### src/rtl/fault_monitor_regs_if.sv
// SPI write-bus bundle feeding the fault/alert register bank.
interface fault_monitor_regs_if;
    logic [31:0] data_mosi;
    logic        data_mosi_rdy;
    logic [15:0] addr;

    modport master (output data_mosi, output data_mosi_rdy, output addr);
    modport slave  (input  data_mosi, input  data_mosi_rdy, input  addr);
endinterface

### src/rtl/fault_monitor_regs.sv
// Fault/alert register bank: synchronised, debounced fault inputs with sticky W1C flags,
// first-fault capture and a maskable level interrupt.
module fault_monitor_regs #(
    parameter int unsigned N_CH            = 16,
    parameter int unsigned DEB_W           = 8,
    parameter int unsigned DEB_CYCLES      = 100,
    parameter logic [15:0] ADDR_FLT_STICKY = 16'h0040,
    parameter logic [15:0] ADDR_FLT_MASK   = 16'h0041,
    parameter logic [15:0] ADDR_FLT_POL    = 16'h0042,
    parameter logic [15:0] ADDR_FLT_FIRST  = 16'h0043
) (
    input  logic                  clk_100m,
    input  logic                  rst_syn,
    input  logic [N_CH-1:0]       flt_in,
    fault_monitor_regs_if.slave   wr_bus,
    output logic [31:0]           flt_live_reg,
    output logic [31:0]           flt_sticky_reg,
    output logic [31:0]           flt_mask_reg,
    output logic [31:0]           flt_pol_reg,
    output logic [31:0]           flt_first_reg,
    output logic                  flt_irq
);
    localparam int unsigned       IDX_W    = 5;
    localparam logic [DEB_W-1:0]  DEB_LAST = DEB_W'(DEB_CYCLES - 1);
    localparam logic [N_CH-1:0]   CH_ONES  = '1;

    logic [N_CH-1:0]             sync1, sync2, asserted, live;
    logic [N_CH-1:0][DEB_W-1:0]  cnt;
    logic [N_CH-1:0]             sticky, mask, pol, sticky_nxt, rise;
    logic                        first_valid;
    logic [IDX_W-1:0]            first_idx, rise_idx;
    logic                        irq;
    logic                        wr_sticky, wr_mask, wr_pol, wr_first;
    logic [N_CH-1:0]             wr_data;
    logic                        unused_data_hi;

    // Write decode; only the low N_CH data bits reach any register
    assign wr_sticky      = wr_bus.data_mosi_rdy && (wr_bus.addr == ADDR_FLT_STICKY);
    assign wr_mask        = wr_bus.data_mosi_rdy && (wr_bus.addr == ADDR_FLT_MASK);
    assign wr_pol         = wr_bus.data_mosi_rdy && (wr_bus.addr == ADDR_FLT_POL);
    assign wr_first       = wr_bus.data_mosi_rdy && (wr_bus.addr == ADDR_FLT_FIRST);
    assign wr_data        = wr_bus.data_mosi[N_CH-1:0];
    assign unused_data_hi = ^wr_bus.data_mosi;

    assign asserted = sync2 ^ pol;

    // Two-flop synchroniser
    always_ff @(posedge clk_100m or posedge rst_syn) begin
        if (rst_syn) begin
            sync1 <= '0;
            sync2 <= '0;
        end else begin
            sync1 <= flt_in;
            sync2 <= sync1;
        end
    end

    // Per-channel debounce: a new level must hold DEB_CYCLES consecutive cycles
    always_ff @(posedge clk_100m or posedge rst_syn) begin
        if (rst_syn) begin
            cnt  <= '0;
            live <= '0;
        end else begin
            for (int i = 0; i < int'(N_CH); i++) begin
                if (asserted[i] == live[i]) begin
                    cnt[i] <= '0;
                end else if (cnt[i] == DEB_LAST) begin
                    live[i] <= asserted[i];
                    cnt[i]  <= '0;
                end else begin
                    cnt[i] <= cnt[i] + DEB_W'(1);
                end
            end
        end
    end

    // Sticky update (set beats clear) and lowest newly-set unmasked channel
    always_comb begin
        sticky_nxt = sticky | live;
        if (wr_sticky) begin
            sticky_nxt = sticky_nxt & ~(wr_data & ~live);
        end
        rise     = sticky_nxt & ~sticky & ~mask;
        rise_idx = '0;
        for (int i = int'(N_CH) - 1; i >= 0; i--) begin
            if (rise[i]) begin
                rise_idx = IDX_W'(i);
            end
        end
    end

    always_ff @(posedge clk_100m or posedge rst_syn) begin
        if (rst_syn) begin
            sticky      <= '0;
            mask        <= CH_ONES;
            pol         <= '0;
            first_valid <= 1'b0;
            first_idx   <= '0;
            irq         <= 1'b0;
        end else begin
            sticky <= sticky_nxt;
            if (wr_mask) mask <= wr_data;
            if (wr_pol)  pol  <= wr_data;
            // A capture in the same cycle as a clearing write takes priority
            if (!first_valid && (|rise)) begin
                first_valid <= 1'b1;
                first_idx   <= rise_idx;
            end else if (wr_first) begin
                first_valid <= 1'b0;
                first_idx   <= '0;
            end
            irq <= |(sticky & ~mask);
        end
    end

    assign flt_live_reg   = 32'(live);
    assign flt_sticky_reg = 32'(sticky);
    assign flt_mask_reg   = 32'(mask);
    assign flt_pol_reg    = 32'(pol);
    assign flt_first_reg  = {first_valid, 26'd0, first_idx};
    assign flt_irq        = irq;
endmodule

### src/flat_wrapper.sv
// flat-port wrapper written by rule: the top's interface ports become plain ports
module fault_monitor_regs_flat 
#(
    parameter int unsigned N_CH            = 16,
    parameter int unsigned DEB_W           = 8,
    parameter int unsigned DEB_CYCLES      = 100,
    parameter logic [15:0] ADDR_FLT_STICKY = 16'h0040,
    parameter logic [15:0] ADDR_FLT_MASK   = 16'h0041,
    parameter logic [15:0] ADDR_FLT_POL    = 16'h0042,
    parameter logic [15:0] ADDR_FLT_FIRST  = 16'h0043
)
  (clk_100m, rst_syn, flt_in, flt_live_reg, flt_sticky_reg, flt_mask_reg, flt_pol_reg, flt_first_reg, flt_irq, wr_bus_data_mosi, wr_bus_data_mosi_rdy, wr_bus_addr);
  fault_monitor_regs_if wr_bus_i ();
  input  logic clk_100m;
  input  logic rst_syn;
  input  logic [N_CH-1:0] flt_in;
  output logic [31:0] flt_live_reg;
  output logic [31:0] flt_sticky_reg;
  output logic [31:0] flt_mask_reg;
  output logic [31:0] flt_pol_reg;
  output logic [31:0] flt_first_reg;
  output logic flt_irq;
  input wire logic [$bits(wr_bus_i.data_mosi)-1:0] wr_bus_data_mosi;
  input wire logic [$bits(wr_bus_i.data_mosi_rdy)-1:0] wr_bus_data_mosi_rdy;
  input wire logic [$bits(wr_bus_i.addr)-1:0] wr_bus_addr;
  assign wr_bus_i.data_mosi = wr_bus_data_mosi;
  assign wr_bus_i.data_mosi_rdy = wr_bus_data_mosi_rdy;
  assign wr_bus_i.addr = wr_bus_addr;
  fault_monitor_regs #(.N_CH(N_CH), .DEB_W(DEB_W), .DEB_CYCLES(DEB_CYCLES), .ADDR_FLT_STICKY(ADDR_FLT_STICKY), .ADDR_FLT_MASK(ADDR_FLT_MASK), .ADDR_FLT_POL(ADDR_FLT_POL), .ADDR_FLT_FIRST(ADDR_FLT_FIRST)) u_core (.clk_100m(clk_100m), .rst_syn(rst_syn), .flt_in(flt_in), .wr_bus(wr_bus_i), .flt_live_reg(flt_live_reg), .flt_sticky_reg(flt_sticky_reg), .flt_mask_reg(flt_mask_reg), .flt_pol_reg(flt_pol_reg), .flt_first_reg(flt_first_reg), .flt_irq(flt_irq));
endmodule
### config.mk
export PLATFORM = sky130hd
export DESIGN_NAME = fault_monitor_regs_flat
export DESIGN_NICKNAME = d
export VERILOG_FILES = /design/src/rtl/fault_monitor_regs_if.sv /design/src/rtl/fault_monitor_regs.sv /design/src/flat_wrapper.sv
export SDC_FILE = /design/constraint.sdc
export NUM_CORES = 1
export LEC_CHECK = 0
export BUFFER_PORTS_ARGS = -buffer_cell sky130_fd_sc_hd__clkbuf_2
export CAP_MARGIN = 20
export CORE_ASPECT_RATIO = 1.75
export CORE_UTILIZATION = 51
export CTS_BUF_LIST = sky130_fd_sc_hd__clkbuf_2
export DETAILED_ROUTE_END_ITERATION = 10
export PLACE_DENSITY = 0.78
export SETUP_SLACK_MARGIN = 0.2
export SYNTH_ARGS = -nofsm -noshare
export SYNTH_HDL_FRONTEND = slang
export SYNTH_SLANG_ARGS = --single-unit
### constraint.sdc
create_clock -name clk_100m -period 7.57 [get_ports clk_100m]
set_clock_uncertainty 0.15 [all_clocks]
set_input_delay 1.1355 -clock clk_100m [delete_from_list [all_inputs] [get_ports clk_100m]]
set_output_delay 1.1355 -clock clk_100m [all_outputs]
set_load 0.05 [all_outputs]
# == Word-level counts from Yosys, hierarchy flattened ==
# Index checks and enable logic that the tools add are counted.
# totals
regBits,231
word_cells,197
# classes
n_addsub,16
eq_ne,36
muxes,53
n_bitwise,27
reduce_logical,25
# op_table
op,n
$mux 8,32
$add 8x1->8 const B,16
$eq 8x7->1 const B,16
$and 16x16->16,5
$eq 16x7->1 const B,4
$mux 4,16
$not 16->16,4
$reduce_and 2->1,16
$reduce_or 16->1,2
$eq 1x1->1,16
$mux 16,1
$not 1->1,16
$or 16x16->16,1
$xor 16x16->16,1
$mux 5,2
$logic_and 1x1->1,5
$mux 1,2
$reduce_bool 2->1,1
$logic_not 1->1,1

# == Longest topological paths before layout ==
# logic_depth
word_depth,24
ltp_mapped,7
ltp_nobuf,6

# == Worst setup path before layout ==
# No wires, ideal clock.
# synth_timing
kind,in2reg
from,input wr_bus_addr[3]
to,register u_core.pol[0]
t_arrival_ns,2.604
required_time_ns,7.293
slack_ns,4.688
stages,6
cell_sequence,or4_4 nor2_4 nand3_2 nor2_4 buf_6 mux2_1
# synth_via
elab_chain_len,2
# synth_rtl
item,line_no,text
start: declaration,flat_wrapper.sv:25,input wire logic [$bits(wr_bus_i.addr)-1:0] wr_bus_addr;
$eq 16x7->1,fault_monitor_regs.sv:40,assign wr_pol = wr_bus.data_mosi_rdy && (wr_bus.addr == ADDR_FLT_POL);
$logic_and 1x1->1,fault_monitor_regs.sv:40,
end signal: assignment,fault_monitor_regs.sv:103,if (wr_pol) pol <= wr_data;
end: declaration,fault_monitor_regs.sv:29,"logic [N_CH-1:0] sticky, mask, pol, sticky_nxt, rise;"
# No other way between the ends.
# A chain may end at the register's enable or synchronous reset.

# == Final worst setup path ==
# layout_timing
from,register u_core.mask[3]
to,output flt_mask_reg[3]
# layout_lines
item,line_no,text
start: declaration,fault_monitor_regs.sv:29,
start signal: assignment,fault_monitor_regs.sv:102,if (wr_mask) mask <= wr_data;
end: declaration,flat_wrapper.sv:19,output logic [31:0] flt_mask_reg;
# No word-level cell between the ends.

==> metrics.cfg <==
[yosys]
synth_cell_types = 50
synth_area_leaders = dfrtp_1, buf_4, xor2_1
netlist.area_leader.share_pct = 49.8
yosysMostFrequentCell = dfrtp_1
ys_ff_latch = 230
ys_top_cells_by_count = dfrtp_1, nor2_1, buf_4
post-synth-top-area-cell = dfrtp_1
syn_inst = 981
ys_seq_area_share_pct = 53.8
yosysWarnings = 0
synth_ff_type = dfrtp_1
avgSynthCellArea_um2 = 11.0
netlist_area_mm2 = 0.0107
synth_edf_count = 0
async_flop_share_pct = 100

[route]
dr.pass1.iters = 8
wirelength_um = 21200
via_per_inst = 5.03
detail-route-antenna-nets = 0
drc = 12
drt_iter0_markers = 287
vias = 7208
post_drt_wl_per_cell_um = 14.8

[finish]
drive_above_1_share_pct = 23.8
regArea_mm2 = 0.00578
fillers = 1761
multi_input_area_mm2 = 0.00440
fin_util_pct = 57.4
layout.nets = 1224
final_cells = 1433
syn_to_final_growth_pct = 9.29

[sta]
final-max-slew-violation-count = 0
finalCritPeriodShare_pct = 40.2
final-setup-viol-count = 0
grt_setup_unrepaired = no
period_minus_slack_ps = 3040
fmax_mhz = 329
finalHoldViolations = 0
tns_ps = 0
slew-limit-headroom_pct = 31.5
tightest_slew_ps = 1030

[global_route]
grt_usage_pct = 20.2
grt_pass1_vias = 7309
gr-total-overflow = 0
grt_max_degree = 130
grt_pass1_wl_um = 34800
antenna_found_initial = 1

[critical_path]
path_buf_inv = 1
crit_path_end_kind = output port
critPathMaxFanout = 4
required_ps = 6280
crit_chain = clkbuf_2
slowest_delay_ps = 610
path_delay_family = flip-flops
cp.arrival_ps = 1750
critPathKind = reg -> out
worst_setup_path_start_kind = register
cp_slowest_cell = dfstp_2

[cts]
cts_buffers = 53
clk_transition_reported_paths_ps = 110
cts_tree = built
cts_root_buffer = clkbuf_2
holdBufCountCts = 0
cts.sinks = 230
insertion_delay_ps = 830
post_cts_buffers = 0
htree_num_levels = 2
cts.path.max_buffers = 3
ctsResizeCount = 0

[power]
clock_power_share_pct = 35.2
leakagePower_nw = 5.97
pwr_density_cell_mw_per_mm2 = 195
swShare_pct = 29.2
p_comb_share_pct = 8.8
finalPower_w = 0.00229
ir_drop_mv = 0.108
pwr-share-seq_pct = 56.0
p_int_w = 0.00162
p_sw_w = 0.000668

[floorplanning]
initial_core_util_pct = 52.5
die-area_mm2 = 0.0217
row_count = 69
die_w_um = 112
die_y_um = 194
core_area_mm2 = 0.0205
ios = 228

[run]
maxCapViolCount = 0

[place]
dpl.hpwl_um = 15000
dpl.cell_count = 1334
gp_congestion = 0.810
io_buffers = 120

[min_path]
hold_class = in -> async

[status]
outcome = complete, but fails checks
violations = DRC

[power by group through the flow]
stage               logic (W)  clock network [W]  registers, W
floorplan            0.000204                  0       0.00130
global placement     0.000198                  0       0.00130
detailed placement   0.000202                  0       0.00131
CTS                  0.000203           0.000841       0.00128
global route         0.000219           0.000901       0.00129
finish               0.000200           0.000806       0.00128
[flip-flops by register name, summed over array words and instances, names as in the netlist]
| name | flops |
|---|---|
| u_core.cnt | 128 |
| u_core.pol | 16 |
| u_core.first_idx | 4 |
| u_core.live | 16 |
| u_core.mask | 16 |
| u_core.first_valid | 1 |
| u_core.sticky | 16 |
| u_core.sync1 | 16 |
| u_core.flt_irq | 1 |
| u_core.sync2 | 16 |
[per-layer routing]
metal / global-route usage (%) / vias up / part of all wire (%)
li1: - / 3412 / -
met1: 22.5 / 3500 / 38
met2: 36.5 / 245 / 53
met3: 3.94 / 51 / 5.7
met4: 9.41 / 0 / 3.5
met5: 0 / - / 0
[path summary, 6_finish.rpt]
check	start	end	slack, ps	depth (start not counted)
worst max-delay path	u_core.mask[3]$_DFFE_PP1P_	flt_mask_reg[3]	4530	1
worst max register to register	u_core.mask[7]$_DFFE_PP1P_	u_core.first_idx[0]$_DFFE_PP0P_	5410	5
worst min-delay path	rst_syn	u_core.cnt[39]$_DFF_PP0_	180	2
min in group clk_100m	u_core.sync1[13]$_DFF_PP0_	u_core.sync2[13]$_DFF_PP0_	190	0
max in group asynchronous	rst_syn	u_core.cnt[44]$_DFF_PP0_	5710	3
worst min register to register	u_core.sync1[13]$_DFF_PP0_	u_core.sync2[13]$_DFF_PP0_	190	0
[kinds of logic after synthesis]
group | share of synthesized area [%]
simple gates | 17.4
fa+ha+maj | 1.86
mux | 5.28
compound gates | 2.81
buf+inv | 8.41
other cells | 0.0349
xor+xnor | 10.4
flops | 53.8
[placed cells by master (no fill, tap or decap), types with 17 or more instances in the layout]
| cell type | n |
|---|---|
| clkbuf_2 | 204 |
| xnor2_1 | 53 |
| conb_1 | 91 |
| nand3_1 | 66 |
| inv_1 | 30 |
| nor3b_1 | 17 |
| nand2_1 | 56 |
| nor3_1 | 18 |
| nor2_1 | 160 |
| dfrtp_1 | 214 |
| mux2_2 | 22 |
| xor2_1 | 75 |
[cell type report]
class                   instances  area share (%)
flip-flops and latches        230            49.2
multi-input cells             703            37.5
repair buffers                122            5.35
clock buffers                  84            3.58
well taps                     248            2.64
inverters                      31            1.02
clock inverters                14           0.703
diodes                          1          0.0213
[per-stage QoR]
| stage | instance area [um^2] | setup slack (ps) | hold WS [ps] |
|---|---|---|---|
| 2_1_floorplan | 11100 | 3290 | 181 |
| 3_3_place_gp | 11200 | 4110 | 183 |
| 3_5_place_dp | 11200 | 4060 | 185 |
| 4_1_cts | 11700 | 4440 | 106 |
| 5_1_grt | 11700 | 4430 | 151 |
| 6_report | 11700 | 4530 | 181 |
Power figures use the tool's default switching activity.
